File: config.mk
export PLATFORM = sky130hd
export DESIGN_NAME = apb_uart_bridge_master
export DESIGN_NICKNAME = d
export VERILOG_FILES = /design/src/rtl/apb_uart_bridge_master.sv
export SDC_FILE = /design/constraint.sdc
export NUM_CORES = 1
export LEC_CHECK = 0
export BUFFER_PORTS_ARGS = -buffer_cell sky130_fd_sc_hd__buf_2
export CAP_MARGIN = 15
export CORE_AREA = 2 2 78 117
export CTS_CLUSTER_DIAMETER = 60
export CTS_CLUSTER_SIZE = 25
export DETAILED_ROUTE_END_ITERATION = 7
export DIE_AREA = 0 0 80 119
export HOLD_SLACK_MARGIN = 0.08
export PLACE_DENSITY = 0.81
export SETUP_SLACK_MARGIN = 0.05
export SLEW_MARGIN = 10
export SYNTH_ARGS = -nofsm -noshare
export SYNTH_HDL_FRONTEND = slang
export SYNTH_SLANG_ARGS = --single-unit
export TNS_END_PERCENT = 1
File: constraint.sdc
create_clock -name apb_pclk -period 3.45 [get_ports apb_pclk]
set_input_delay 0.5175 -clock apb_pclk [delete_from_list [all_inputs] [get_ports apb_pclk]]
set_output_delay 0.5175 -clock apb_pclk [all_outputs]
set_load 0.02 [all_outputs]
File: src/rtl/apb_uart_bridge_master.sv
// -----------------------------------------------------------------------------
// apb_uart_bridge_master
//
// Byte-stream to APB initiator. Command frames from a UART receiver byte port
// are parsed into single APB read/write transfers; a response is returned on
// a UART transmitter byte port. Gives a host debug access to the APB map as a
// second initiator beside the CPU.
//
// Frames (big-endian):
//   write : 0x57 A3 A2 A1 A0 D3 D2 D1 D0  -> response 0x4B
//   read  : 0x52 A3 A2 A1 A0              -> response prdata[31:24..7:0]
//   other opcode byte                     -> response 0x45
//   access timeout (optional)             -> response 0x54
//
// Optional feature macro: APB_BRIDGE_TIMEOUT_EN
//   When defined, an ACCESS phase with no apb_ack for TIMEOUT_CYCLES cycles is
//   aborted. When undefined, ACCESS waits for apb_ack indefinitely.
//
// Parameters:
//   ADDR_W          width of apb_paddr (<= 32)
//   TIMEOUT_CYCLES  ACCESS cycles before abort (only with the macro defined)
//
// Ports:
//   apb_pclk     in   clock
//   apb_prstn    in   synchronous active-low reset
//   rx_data      in   received byte
//   rx_valid     in   rx_data valid
//   rx_ready     out  byte accepted when rx_valid && rx_ready
//   tx_data      out  response byte
//   tx_valid     out  tx_data valid
//   tx_ready     in   byte consumed when tx_valid && tx_ready
//   apb_psel     out  APB select
//   apb_paddr    out  APB address
//   apb_pwrite   out  1 = write
//   apb_penable  out  APB access phase
//   apb_pwdata   out  write data
//   apb_prdata   in   read data
//   apb_ack      in   transfer complete, sampled while apb_penable = 1
//   busy         out  high in any state other than IDLE
// -----------------------------------------------------------------------------
module apb_uart_bridge_master #(
    parameter int ADDR_W = 32
`ifdef APB_BRIDGE_TIMEOUT_EN
    ,
    parameter int TIMEOUT_CYCLES = 255
`endif
) (
    input  logic              apb_pclk,
    input  logic              apb_prstn,
    input  logic [7:0]        rx_data,
    input  logic              rx_valid,
    output logic              rx_ready,
    output logic [7:0]        tx_data,
    output logic              tx_valid,
    input  logic              tx_ready,
    output logic              apb_psel,
    output logic [ADDR_W-1:0] apb_paddr,
    output logic              apb_pwrite,
    output logic              apb_penable,
    output logic [31:0]       apb_pwdata,
    input  logic [31:0]       apb_prdata,
    input  logic              apb_ack,
    output logic              busy
);

    localparam logic [7:0] OP_WRITE = 8'h57;
    localparam logic [7:0] OP_READ  = 8'h52;
    localparam logic [7:0] RSP_OK   = 8'h4B;
    localparam logic [7:0] RSP_ERR  = 8'h45;
`ifdef APB_BRIDGE_TIMEOUT_EN
    localparam logic [7:0] RSP_TOUT = 8'h54;
    localparam int         TO_W     = ($clog2(TIMEOUT_CYCLES + 1) > 8) ?
                                      $clog2(TIMEOUT_CYCLES + 1) : 8;
    // r_tcnt holds the number of earlier ACCESS cycles without ack, so the
    // abort fires in the TIMEOUT_CYCLES-th ACCESS cycle.
    localparam logic [TO_W-1:0] TO_LAST = TO_W'(TIMEOUT_CYCLES - 1);
`endif

    typedef enum logic [2:0] {
        StIdle,
        StAddr,
        StWdata,
        StSetup,
        StAccess,
        StResp
    } state_t;

    state_t      r_state;
    logic [1:0]  r_cnt;
    logic [1:0]  r_resp_last;
    logic        r_write;
    logic [31:0] r_shadow;
    logic [31:0] r_wdata;
    logic [31:0] r_rdata;
    logic        r_psel;
    logic        r_penable;
    logic        r_tx_valid;
    logic [7:0]  r_tx_data;
`ifdef APB_BRIDGE_TIMEOUT_EN
    logic [TO_W-1:0] r_tcnt;
`endif

    logic w_rx_fire;
    logic w_tx_fire;

    // rx_ready is forced low while reset is asserted, whatever the state.
    assign rx_ready  = apb_prstn &&
                       ((r_state == StIdle) || (r_state == StAddr) || (r_state == StWdata));
    assign w_rx_fire = rx_valid && rx_ready;
    assign w_tx_fire = r_tx_valid && tx_ready;

    assign apb_psel    = r_psel;
    assign apb_penable = r_penable;
    assign apb_pwrite  = r_write;
    assign apb_paddr   = r_shadow[ADDR_W-1:0];
    assign apb_pwdata  = r_wdata;
    assign tx_valid    = r_tx_valid;
    assign tx_data     = r_tx_data;
    assign busy        = (r_state != StIdle);

    always_ff @(posedge apb_pclk) begin
        if (!apb_prstn) begin
            r_state     <= StIdle;
            r_cnt       <= 2'd0;
            r_resp_last <= 2'd0;
            r_write     <= 1'b0;
            r_shadow    <= 32'd0;
            r_wdata     <= 32'd0;
            r_rdata     <= 32'd0;
            r_psel      <= 1'b0;
            r_penable   <= 1'b0;
            r_tx_valid  <= 1'b0;
            r_tx_data   <= 8'd0;
`ifdef APB_BRIDGE_TIMEOUT_EN
            r_tcnt      <= '0;
`endif
        end else begin
            unique case (r_state)
                StIdle: begin
                    if (w_rx_fire) begin
                        r_cnt <= 2'd0;
                        if (rx_data == OP_WRITE) begin
                            r_write <= 1'b1;
                            r_state <= StAddr;
                        end else if (rx_data == OP_READ) begin
                            r_write <= 1'b0;
                            r_state <= StAddr;
                        end else begin
                            r_tx_data   <= RSP_ERR;
                            r_tx_valid  <= 1'b1;
                            r_resp_last <= 2'd0;
                            r_state     <= StResp;
                        end
                    end
                end

                StAddr: begin
                    if (w_rx_fire) begin
                        r_shadow <= {r_shadow[23:0], rx_data};
                        r_cnt    <= r_cnt + 2'd1;
                        if (r_cnt == 2'd3) begin
                            if (r_write) begin
                                r_state <= StWdata;
                            end else begin
                                r_psel  <= 1'b1;
                                r_state <= StSetup;
                            end
                        end
                    end
                end

                StWdata: begin
                    if (w_rx_fire) begin
                        r_wdata <= {r_wdata[23:0], rx_data};
                        r_cnt   <= r_cnt + 2'd1;
                        if (r_cnt == 2'd3) begin
                            r_psel  <= 1'b1;
                            r_state <= StSetup;
                        end
                    end
                end

                StSetup: begin
                    r_penable <= 1'b1;
`ifdef APB_BRIDGE_TIMEOUT_EN
                    r_tcnt    <= '0;
`endif
                    r_state   <= StAccess;
                end

                StAccess: begin
                    // An ack in the same cycle the timeout is reached still wins.
                    if (apb_ack && r_penable) begin
                        r_psel     <= 1'b0;
                        r_penable  <= 1'b0;
                        r_tx_valid <= 1'b1;
                        r_cnt      <= 2'd0;
                        if (r_write) begin
                            r_tx_data   <= RSP_OK;
                            r_resp_last <= 2'd0;
                        end else begin
                            r_tx_data   <= apb_prdata[31:24];
                            r_rdata     <= {apb_prdata[23:0], 8'd0};
                            r_resp_last <= 2'd3;
                        end
                        r_state <= StResp;
                    end
`ifdef APB_BRIDGE_TIMEOUT_EN
                    else if (r_tcnt == TO_LAST) begin
                        r_psel      <= 1'b0;
                        r_penable   <= 1'b0;
                        r_tx_valid  <= 1'b1;
                        r_tx_data   <= RSP_TOUT;
                        r_resp_last <= 2'd0;
                        r_cnt       <= 2'd0;
                        r_state     <= StResp;
                    end else begin
                        r_tcnt <= r_tcnt + 1'b1;
                    end
`endif
                end

                StResp: begin
                    if (w_tx_fire) begin
                        if (r_cnt == r_resp_last) begin
                            r_tx_valid <= 1'b0;
                            r_cnt      <= 2'd0;
                            r_state    <= StIdle;
                        end else begin
                            // Remaining read bytes sit MSB-first in r_rdata.
                            r_cnt     <= r_cnt + 2'd1;
                            r_tx_data <= r_rdata[31:24];
                            r_rdata   <= {r_rdata[23:0], 8'd0};
                        end
                    end
                end

                default: begin
                    r_psel     <= 1'b0;
                    r_penable  <= 1'b0;
                    r_tx_valid <= 1'b0;
                    r_state    <= StIdle;
                end
            endcase
        end
    end

endmodule

---- Word-level counts from Yosys, hierarchy flattened ----
Cells that the tools add are included.
word-level totals
  register bits ........................... 115
  word-level logic and storage cells ...... 120
  output and inout port bits .............. 78
  input port bits ......................... 45
operators by class
  equal/unequal tests ..................... 23
  bitwise operators ....................... 3
  $add $sub $neg .......................... 1
  multiplexer cells ....................... 54
  reduce and logical (&&, ||, !) cells .... 28
operators by type and width
  kind                                                                      count
  32-bit 2-to-1 mux                                                         4
  32-bit one-hot mux with 2 select lines                                    1
  8-bit 2-to-1 mux                                                          7
  3-bit 2-to-1 mux                                                          10
  8-bit one-hot mux with 3 select lines                                     1
  2-bit inequality test (second input constant)                             11
  7-bit AND reduction                                                       3
  2-bit 2-to-1 mux                                                          10
  3-bit one-hot mux with 6 select lines                                     1
  8-bit by 7-bit equality test with 1-bit output (second input constant)    2
  1-bit 2-to-1 mux                                                          15
  5-bit AND reduction                                                       3
  1-bit one-hot mux with 4 select lines                                     2
  2-bit one-hot mux with 4 select lines                                     1
  8-bit AND reduction                                                       1
  3-bit by 2-bit equality test with 1-bit output (second input constant)    2
  3-bit equality test (second input constant)                               2
  2-bit by 1-bit inequality test with 1-bit output (second input constant)  3
  2-bit AND reduction                                                       3
  2-bit nonzero test                                                        3
  3-bit nonzero test                                                        2
  3-bit OR reduction                                                        2
  1-bit logical AND                                                         4
  2-bit one-hot mux with 2 select lines                                     1
  other kinds (12)                                                          15

---- Longest topological paths before layout ----
Gate-level depths: netlist (run 1).
  depth in word-level cells ............... 7
  mapped depth ............................ 7
  depth with buffers taken out ............ 5

---- Worst setup path after synthesis (run 1) ----
Ideal clock, no wire load.
  kind .................................... in2reg
  from .................................... in rx_data[3]
  to ...................................... reg r_tx_data[0] (netlist: tx_data[0])
  slack ................................... 1,602 ps
  stages on the path ...................... 4
  data arrival time ....................... 1,727 ps
  data required time ...................... 3,329 ps
  path through ............................ nor4bb_1 > nand4b_1 > nand4_2 > mux2_2
on the way
  cells in the longest elaborated chain, start to end .. 3
  elaborated cells on any way between the ends .. 5
RTL lines
  what                                                                      line      text
  start: declaration                                                        50        input logic [7:0] rx_data,
  8-bit by 7-bit equality test with 1-bit output, on equally long branches  145, 142
  2-bit inequality test (no source line)                                    --
  7-bit AND reduction (no source line) *                                    --
  end signal: assignment                                                    202       r_tx_data <= apb_prdata[31:24];
  end signal: assignment                                                    232       r_tx_data <= r_rdata[31:24];
  end: declaration                                                          98        logic [7:0] r_tx_data;
Every way passes the cells marked *; elsewhere a longest branch is shown, timed or not.
A chain may end at the register's enable or synchronous reset.

---- Final worst setup path (run 1) ----
  from .................................... reg r_state[0]
  to ...................................... reg r_rdata[13]
on the way
  cells in the longest elaborated chain, start to end .. 3
  elaborated cells on any way between the ends .. 9
RTL lines
  what                                                                          line  text
  start: declaration                                                            88    state_t r_state;
  start signal: assignment                                                      123   r_state <= StIdle;
  start signal: assignment                                                      144   r_state <= StAddr;
  start signal: assignment                                                      147   r_state <= StAddr;
  3-bit equality test                                                           138   unique case (r_state)
  2-bit inequality test (no source line) or 2-bit nonzero test (tied branches)  --
  5-bit AND reduction (no source line)                                          --
  end signal: assignment                                                        203   r_rdata <= {apb_prdata[23:0], 8'd0};
  end signal: assignment                                                        233   r_rdata <= {r_rdata[23:0], 8'd0};
  end: declaration                                                              94    logic [31:0] r_rdata;
Parallel ways exist; a longest one is shown, timed or not.

==> results.py, run 1 <==
metrics = {
    "grt": {
        "grt_overflow": 0,
        "grt_pass1_vias": 4019,
        "antenna_found_initial": 0,
        "use_met3": 0.0500,
        "grtUsageTotal": 0.240,
        "met2_usage": 0.412,
        "grt_first_pass_wirelength_um": 18300,
        "met1_usage": 0.284,
        "grt-busiest-layer": "met2",
        "grt_max_degree": 33,
    },
    "cts": {
        "post_cts_buffers": 0,
        "tritoncts": "built",
        "clock-root-buffer": "clkbuf_16",
        "cts_buffer_depth": 2,
        "cts.repair.resized": 0,
        "cts_htree_levels": 3,
        "cts_buffers": 9,
        "cts.clk_slew.worst_paths_ns": 0.07,
        "clk_latency_ns": 0.34,
        "cts_hold_buf": 0,
        "cts_sinks": 106,
    },
    "setup_path": {
        "critPathTopFamily": "buffers and inverters",
        "max_stage_delay_ns": 0.69,
        "crit_path_cell_trace": "buf_4 > inv_2 > o31ai_2 > buf_4 > and2_1 > buf_4 > mux2i_1",
        "crit_slowest_cell": "dfxtp_1",
        "cp-start-kind": "register",
        "critPathRequiredTime_ns": 3.73,
        "crit_arrival_ns": 2.55,
        "path_buf_inv": 4,
        "crit_path_end_kind": "register",
        "crit_top_cell": "buf_4",
        "crit_path_max_fanout": 24,
        "path_class": "register to register",
    },
    "synthesis": {
        "synth.top_cells.by_area": "dfxtp_1 47%, nand2_1 16%, a21oi_1 9.9%",
        "synth_ff_type": "dfxtp_1",
        "ys_warn_count": 0,
        "synth_common_cells": "191 x nand2_1, 106 x dfxtp_1, 90 x a21oi_1",
        "synth_top_area_share": 0.468,
        "synth_edf_count": 0,
        "synth_cells": 566,
        "yosysUniqueCellTypes": 59,
        "syn_area_um2": 4530,
        "syn_avg_cell_area_um2": 8.01,
        "synth.largest_area_cell": "dfxtp_1",
        "ys_seq_area_frac": 0.468,
        "postSynthRegisterBits": 106,
        "synth_nets": 612,
        "yosysMostFrequentCell": "nand2_1",
        "async_reset_ff_frac": 0,
    },
    "routing": {
        "drc_errors": 0,
        "vias_per_cell": 5.58,
        "vias": 4369,
        "drtIter0Drc": 216,
        "drt-total-wl_um": 11400,
        "ant_nets": 0,
        "wl_per_cell_um": 14.5,
        "firstDrtPassIters": 4,
    },
    "pwr": {
        "p_seq_frac": 0.425,
        "p_int_mw": 2.22,
        "powerDensity_nw_per_um2": 626,
        "total_power_mw": 3.41,
        "combPwrFrac": 0.300,
        "p_sw_mw": 1.19,
        "p_leak_nw": 2.26,
        "p_clk_frac": 0.274,
        "peakVddDrop_v": 0.000353,
        "switching_share": 0.350,
    },
    "timing": {
        "setup_violations": 0,
        "max-slew-margin-rel": 0.317,
        "fmax_ghz": 0.439,
        "tightest_slew_ns": 1.02,
        "timing.hold.ws_ns": 0.434,
        "hold_viol": 0,
        "tns_ns": 0,
        "skew_ns": 0.00651,
        "final.min_clock_period_ns": 2.28,
        "rsz0062_at_grt": "no",
        "period_share": 0.660,
        "fin_ws_ns": 1.17,
        "slew_violations": 0,
    },
    "final_layout": {
        "multi_input_area_um2": 2210,
        "fillers": 783,
        "final_core_util": 0.632,
        "layout-drive-gt1-share": 0.241,
        "diodes": 0,
        "area.sequential_um2": 2120,
        "final_nets": 714,
        "area_delta_synth_final_pct": 20.1,
    },
    "floorplanning": {
        "ios": 123,
        "die_h_um": 119,
        "fp.dieW_um": 80,
        "die_area_um2": 9520,
        "core-area_um2": 8620,
        "start_util": 0.526,
        "num_rows": 42,
    },
    "placement": {
        "dp_slack_ns": 1.18,
        "gp_congestion": 0.902,
        "dp_hpwl_um": 8150,
        "io_buffers": 122,
    },
    "flow_run": {
        "max-cap-violations": 0,
    },
    "min_path": {
        "hp-class": "input port to register",
    },
    "status": {
        "status": "finished clean",
    },
}
area by class of cell:
class	count	share of cell area
multi-input cells	415	0.406
flip-flops and latches	106	0.390
repair buffers	134	0.129
clock buffers	10	0.0420
well taps	110	0.0253
clock inverters	6	0.00735
inverters	2	0.00138
logic make-up (layout without fill, tap and decap cells):
logic type / Yosys count / count (layout) / synth area share
XOR/XNOR: 2 / 2 / 0.00386
AO/OA/AOI/OAI: 148 / 148 / 0.208
adder cells (fa/ha/maj): 1 / 1 / 0.00276
flip-flops: 106 / 106 / 0.468
buffers and inverters: 45 / 152 / 0.0458
multiplexers: 17 / 17 / 0.0381
AND/OR/NAND/NOR: 247 / 247 / 0.234
worst paths after layout:
check,startpoint,to,slack [ns],cells after the start
setup / recovery,r_state[0],r_rdata[13],1.17,7
hold / removal,apb_prdata[7],r_rdata[15],0.43,3
setup reg to reg,r_state[0],r_rdata[13],1.17,7
hold reg to reg,apb_pwdata[29],apb_pwdata[29],0.46,2
sequential cells by signal, indices dropped and copies added (netlist names):
name         count
apb_paddr       32
r_cnt            2
tx_valid         1
apb_penable      1
r_rdata         24
apb_pwrite       1
r_resp_last      1
tx_data          8
apb_psel         1
apb_pwdata      32
r_state          3
worst reg2reg max path, cell delays in order (launching register included):
cell	delay, ns
dfxtp_1	0.69
buf_4	0.27
inv_2	0.10
o31ai_2	0.25
buf_4	0.25
and2_1	0.15
buf_4	0.29
mux2i_1	0.23
placed cells by master (no fill, tap or decap), drive strengths merged, types with 5 or more instances in the layout:
| master | count |
|---|---|
| dfxtp | 106 |
| nor2 | 10 |
| a21oi | 90 |
| o21ai | 6 |
| clkbuf | 10 |
| buf | 134 |
| and2 | 8 |
| a311oi | 16 |
| nand2b | 5 |
| nand3 | 11 |
| a211oi | 5 |
| mux2i | 15 |
| nand2 | 191 |
metal layers:
metal,share of wire,vias up
met1,0.40,2052
met2,0.51,142
met5,0,-
met4,0.027,0
li1,-,2152
met3,0.059,23
power groups by stage:
stage,sequential [mW],combinational (mW),clock (mW)
finish,1.45,1.02,0.936
detailed placement,1.47,1.01,0
global route,1.46,1.12,1.00
floorplan,1.46,0.763,0
CTS,1.45,1.02,0.955
global placement,1.47,0.988,0
metrics by stage:
stage / cells / cell area [µm²]
2_1_floorplan: 566 / 4530
3_3_place_gp: 767 / 5180
3_5_place_dp: 767 / 5180
4_1_cts: 783 / 5450
5_1_grt: 783 / 5450
6_report: 783 / 5450
Power figures use the tool's default switching activity.
==> run 2, diff against run 1 <==
--- a/config.mk
+++ b/config.mk
@@ -5,15 +5,16 @@
 export SDC_FILE = /design/constraint.sdc
 export NUM_CORES = 1
 export LEC_CHECK = 0
+export ABC_AREA = 1
 export BUFFER_PORTS_ARGS = -buffer_cell sky130_fd_sc_hd__buf_2
 export CAP_MARGIN = 15
-export CORE_AREA = 2 2 78 117
+export CORE_AREA = 2 2 84 126
 export CTS_CLUSTER_DIAMETER = 60
 export CTS_CLUSTER_SIZE = 25
 export DETAILED_ROUTE_END_ITERATION = 7
-export DIE_AREA = 0 0 80 119
+export DIE_AREA = 0 0 86 128
 export HOLD_SLACK_MARGIN = 0.08
-export PLACE_DENSITY = 0.81
+export PLACE_DENSITY = 0.74
 export SETUP_SLACK_MARGIN = 0.05
 export SLEW_MARGIN = 10
 export SYNTH_ARGS = -nofsm -noshare
==> constraint.sdc (replaced) <==
create_clock -name apb_pclk -period 2 [get_ports apb_pclk]
set_input_delay 0.3 -clock apb_pclk [delete_from_list [all_inputs] [get_ports apb_pclk]]
set_output_delay 0.3 -clock apb_pclk [all_outputs]
set_load 0.02 [all_outputs]
==> run 2 against run 1 <==
Utilization decreased by 8.3 points. First-iteration DRC count increased by 42%. Wire length increased by 0.64%. Cell count increased by 13%. Largest cell class is now sequential cells. Critical path depth increased by 1. Cell area increased by 0.48%. Flip-flop and latch count unchanged. Clock-buffer cell count increased by 2. Die area increased by 16%. Power increased by 110%. Area after synthesis increased by 0.30%.
==> results.py, run 2 <==
metrics = {
    "cts": {
        "cts_buffer_depth": 2,
        "cts_htree_levels": 3,
        "cts_hold_buf": 0,
        "post_cts_buffers": 0,
        "clk_latency_ns": 0.34,
        "clock-root-buffer": "clkbuf_16",
        "cts.clk_slew.worst_paths_ns": 0.07,
        "cts.repair.resized": 0,
        "cts_sinks": 106,
        "tritoncts": "built",
        "cts_buffers": 9,
    },
    "synthesis": {
        "ys_seq_area_frac": 0.467,
        "syn_area_um2": 4550,
        "ys_warn_count": 0,
        "yosysUniqueCellTypes": 25,
        "async_reset_ff_frac": 0,
        "synth.largest_area_cell": "dfxtp_1",
        "postSynthRegisterBits": 106,
        "yosysMostFrequentCell": "nor2_1",
        "synth_top_area_share": 0.467,
        "synth_common_cells": "157 x nor2_1, 128 x nand2_1, 106 x dfxtp_1",
        "synth_cells": 657,
        "syn_avg_cell_area_um2": 6.92,
        "synth.top_cells.by_area": "dfxtp_1 47%, nor2_1 13%, nand2_1 11%",
        "synth_edf_count": 0,
        "synth_nets": 703,
        "synth_ff_type": "dfxtp_1",
    },
    "timing": {
        "rsz0062_at_grt": "no",
        "tightest_slew_ns": 0.664,
        "period_share": 0.891,
        "tns_ns": 0,
        "skew_ns": 0.00865,
        "hold_viol": 0,
        "setup_violations": 0,
        "slew_violations": 0,
        "fmax_ghz": 0.561,
        "final.min_clock_period_ns": 1.78,
        "max-slew-margin-rel": 0.557,
    },
    "setup_path": {
        "crit_slowest_cell": "dfxtp_1",
        "cp-start-kind": "register",
        "crit_top_cell": "nor2_1",
        "path_buf_inv": 2,
        "critPathTopFamily": "buffers and inverters",
        "critPathRequiredTime_ns": 2.22,
        "crit_path_max_fanout": 64,
        "max_stage_delay_ns": 0.46,
        "crit_path_cell_trace": "nand2_1 > nand4_2 > inv_2 > nand2_2 > buf_4 > nor2_1 > a21oi_1 > nor2_1",
        "crit_path_end_kind": "register",
        "path_class": "register to register",
        "crit_arrival_ns": 2.00,
    },
    "floorplanning": {
        "core-area_um2": 9970,
        "num_rows": 45,
        "die_area_um2": 11000,
        "start_util": 0.456,
        "fp.dieW_um": 86,
        "ios": 123,
        "die_h_um": 128,
    },
    "routing": {
        "drtIter0Drc": 307,
        "firstDrtPassIters": 5,
        "vias": 4372,
        "ant_nets": 0,
        "drt-total-wl_um": 11500,
        "vias_per_cell": 4.93,
        "drc_errors": 0,
        "wl_per_cell_um": 12.9,
    },
    "placement": {
        "dp_hpwl_um": 8280,
        "io_buffers": 122,
        "dp.cells": 870,
        "placed_area_um2": 5180,
        "gp_congestion": 0.916,
    },
    "status": {
        "status": "finished clean",
    },
    "pwr": {
        "powerDensity_nw_per_um2": 1320,
        "p_int_mw": 4.29,
        "p_sw_mw": 2.92,
        "switching_share": 0.405,
        "p_clk_frac": 0.237,
        "combPwrFrac": 0.387,
        "p_leak_nw": 2.64,
        "p_seq_frac": 0.376,
        "peakVddDrop_v": 0.000505,
    },
    "final_layout": {
        "final_nets": 810,
        "layout-drive-gt1-share": 0.220,
        "fillers": 1028,
        "multi_input_area_um2": 2050,
        "final_common_cell": "nor2_1",
        "postLayoutCellArea_um2": 5470,
        "diodes": 0,
        "area.sequential_um2": 2120,
        "fin_cells": 886,
        "final_cell_mix": "157 x nor2_1, 127 x nand2_1, 122 x buf_2, 105 x dfxtp_1, 70 x o21ai_0",
        "area_delta_synth_final_pct": 20.3,
    },
    "min_path": {
        "hp-class": "input port to register",
    },
    "grt": {
        "grt_pass1_vias": 3941,
        "grtUsageTotal": 0.205,
        "antenna_found_initial": 0,
        "grt_first_pass_wirelength_um": 18200,
        "grt_overflow": 0,
        "grt_max_degree": 81,
    },
    "flow_run": {
        "max-cap-violations": 0,
    },
}
## run 2: worst paths after layout
path / startpoint / end / slack (ns) / cells after the start
setup / recovery: r_state[1] / apb_paddr[11] / 0.22 / 8
hold / removal: apb_prdata[0] / r_rdata[8] / 0.23 / 3
setup reg to reg: r_state[1] / apb_paddr[11] / 0.22 / 8
hold reg to reg: r_rdata[23] / r_rdata[23] / 0.45 / 2
## run 2: area by class of cell
class | instances | share of cell area
tap | 117 | 0.0268
inverter | 51 | 0.0354
clock buffer | 12 | 0.0469
multi-input combinational | 466 | 0.374
clock inverter | 4 | 0.00617
sequential | 106 | 0.388
timing repair buffer | 130 | 0.123
## run 2: logic make-up (layout without fill, tap and decap cells)
| group | after synthesis | in the layout | synth area share |
|---|---|---|---|
| AND/OR/NAND/NOR | 332 | 332 | 0.300 |
| AO/OA/AOI/OAI | 133 | 133 | 0.147 |
| flip-flops | 106 | 106 | 0.467 |
| buffers and inverters | 85 | 197 | 0.0837 |
| adder cells (fa/ha/maj) | 1 | 1 | 0.00275 |
## run 2: per-stage QoR
stage | total power, mW | setup WS (ns) | util | hold slack (ns)
global route | 7.73 | 0.0565 | 0.549 | 0.226
detailed placement | 5.52 | 0.211 | 0.520 | 0.440
floorplan | 4.92 | 0.425 | - | 0.424
global placement | 5.47 | 0.241 | 0.520 | 0.436
finish | 7.21 | 0.218 | 0.549 | 0.230
CTS | 7.24 | 0.186 | 0.549 | 0.217
## run 2: routing by layer
metal | share of wire | vias up | track usage
met2 | 0.51 | 112 | 0.347
met3 | 0.045 | 21 | 0.0348
met4 | 0.021 | 0 | 0.0822
met1 | 0.43 | 1945 | 0.256
met5 | 0 | - | 0
li1 | - | 2294 | -
## run 2: worst reg2reg max path, cell delays in order (launching register included)
cell     delay [ns]
dfxtp_1        0.46
nand2_1        0.14
nand4_2        0.13
inv_2          0.08
nand2_2        0.06
buf_4          0.45
nor2_1         0.11
a21oi_1        0.17
nor2_1         0.06
## run 2: power by group through the flow
stage,sequential (mW),combinational [mW],clock (mW)
2_1_floorplan,2.87,2.05,0
3_3_place_gp,2.74,2.73,0
3_5_place_dp,2.75,2.77,0
4_1_cts,2.71,2.79,1.74
5_1_grt,2.75,3.16,1.82
6_report,2.71,2.79,1.71
==> run 3, diff against run 2 <==
==> constraint.sdc (replaced) <==
create_clock -name apb_pclk -period 2 [get_ports apb_pclk]
set_input_delay 0.2 -clock apb_pclk [delete_from_list [all_inputs] [get_ports apb_pclk]]
set_output_delay 0.2 -clock apb_pclk [all_outputs]
set_load 0.02 [all_outputs]
==> run 3 against run 2 <==
Worst setup slack better by 0.032 ns. Sequential power hardly changed. Wire length is 1.1% lower. Global-route usage is 0.17 points higher. Critical path depth stayed put. Largest cell class unchanged. Via count is 0.91% higher.
==> results.py, run 3 (synthesis gave the netlist of run 2 again) <==
metrics = {
    "status": {
        "status": "finished clean",
    },
    "final_layout": {
        "final_core_util": 0.553,
        "fillers": 980,
        "final_common_cell": "nor2_1",
        "final_nets": 811,
        "fin_cells": 887,
        "layout-drive-gt1-share": 0.222,
        "multi_input_area_um2": 2050,
        "final_cell_mix": "156 x nor2_1, 127 x nand2_1, 122 x buf_2, 106 x dfxtp_1, 70 x o21ai_0",
        "diodes": 0,
        "area_delta_synth_final_pct": 21.1,
        "area.sequential_um2": 2120,
        "postLayoutCellArea_um2": 5510,
    },
    "timing": {
        "skew_ns": 0.00559,
        "fin_ws_ns": 0.251,
        "slew_violations": 0,
        "period_share": 0.875,
        "rsz0062_at_grt": "yes",
        "tns_ns": 0,
        "hold_viol": 0,
        "tightest_slew_ns": 0.417,
        "setup_violations": 0,
        "max-slew-margin-rel": 0.721,
        "timing.hold.ws_ns": 0.123,
        "fmax_ghz": 0.572,
        "final.min_clock_period_ns": 1.75,
    },
    "cts": {
        "cts_buffers": 9,
        "cts_htree_levels": 3,
        "tritoncts": "built",
        "cts_hold_buf": 0,
        "cts_buffer_depth": 2,
        "clock-root-buffer": "clkbuf_16",
        "post_cts_buffers": 0,
        "cts.repair.resized": 0,
        "cts_sinks": 106,
        "cts.clk_slew.worst_paths_ns": 0.07,
        "clk_latency_ns": 0.34,
    },
    "pwr": {
        "peakVddDrop_v": 0.000592,
        "p_int_mw": 4.39,
        "total_power_mw": 7.32,
        "p_clk_frac": 0.249,
        "p_sw_mw": 2.93,
        "powerDensity_nw_per_um2": 1330,
        "combPwrFrac": 0.381,
        "p_seq_frac": 0.370,
        "p_leak_nw": 2.66,
        "switching_share": 0.401,
    },
    "setup_path": {
        "path_class": "register to register",
        "crit_path_max_fanout": 9,
        "critPathRequiredTime_ns": 2.23,
        "crit_path_end_kind": "register",
        "cp-start-kind": "register",
        "crit_arrival_ns": 1.98,
    },
    "routing": {
        "drt-total-wl_um": 11300,
        "vias": 4412,
        "ant_nets": 0,
        "firstDrtPassIters": 4,
        "vias_per_cell": 4.97,
        "drc_errors": 0,
        "wl_per_cell_um": 12.8,
        "drtIter0Drc": 323,
    },
    "min_path": {
        "hp-class": "input port to register",
    },
    "grt": {
        "grtUsageTotal": 0.207,
        "grt_pass1_vias": 4037,
        "grt_first_pass_wirelength_um": 18200,
        "grt_overflow": 0,
        "antenna_found_initial": 0,
        "grt_max_degree": 65,
    },
    "placement": {
        "gp_congestion": 0.911,
        "dp_slack_ns": 0.215,
        "dp_hpwl_um": 8290,
        "placed_area_um2": 5190,
        "dp.cells": 871,
        "io_buffers": 122,
    },
    "floorplanning": {
        "start_util": 0.456,
        "die_area_um2": 11000,
        "fp.dieW_um": 86,
        "die_h_um": 128,
        "ios": 123,
        "core-area_um2": 9970,
        "num_rows": 45,
    },
    "flow_run": {
        "max-cap-violations": 0,
    },
}
[run 3: cell types whose count changed in the layout (fill, tap and decap cells not counted)]
cell,before,now
inv_6,2,0
inv_8,0,2
buf_6,0,1
bufinv_16,0,1
clkbuf_1,1,0
clkbuf_8,2,1
clkinv_2,0,1
dfxtp_1,105,106
dfxtp_2,1,0
nor2_1,157,156
nor2_2,1,2
[run 3: area by class of cell]
type / count / share of cell area
tap: 117 / 0.0266
clock inverter: 6 / 0.0134
sequential: 106 / 0.385
clock buffer: 10 / 0.0434
inverter: 51 / 0.0352
timing repair buffer: 131 / 0.124
multi-input combinational: 466 / 0.372
[run 3: layer usage]
layer | wire [µm] | global-route usage | share of wire
met4 | 450 | 0.116 | 0.040
met5 | 0 | 0 | 0
met2 | 5600 | 0.349 | 0.49
met3 | 506 | 0.0348 | 0.045
met1 | 4770 | 0.245 | 0.42
[run 3: power groups by stage]
stage               clock network (mW)  logic [mW]  registers (mW)
floorplan                            0        2.05            2.87
global placement                     0        2.73            2.74
detailed placement                   0        2.77            2.75
CTS                               1.87        2.78            2.71
global route                      1.95        3.17            2.75
finish                            1.83        2.79            2.71
[run 3: path summary, 6_finish.rpt]
kind                               startpoint              to  slack, ns  depth (start not counted)
worst min-delay path            apb_prdata[7]     r_rdata[15]       0.12                          3
worst max register to register     r_state[1]  r_resp_last[0]       0.25                          8
worst min register to register    r_rdata[23]     r_rdata[23]       0.46                          2
worst max-delay path               r_state[1]  r_resp_last[0]       0.25                          8
[run 3: worst max-delay path: stages (launching register included)]
cell	delay, ns
dfxtp_1	0.38
nor2_1	0.28
nand2_1	0.19
inv_2	0.16
nand4_2	0.24
nand3_1	0.20
nand2_1	0.06
nand2_1	0.06
nor2_1	0.06
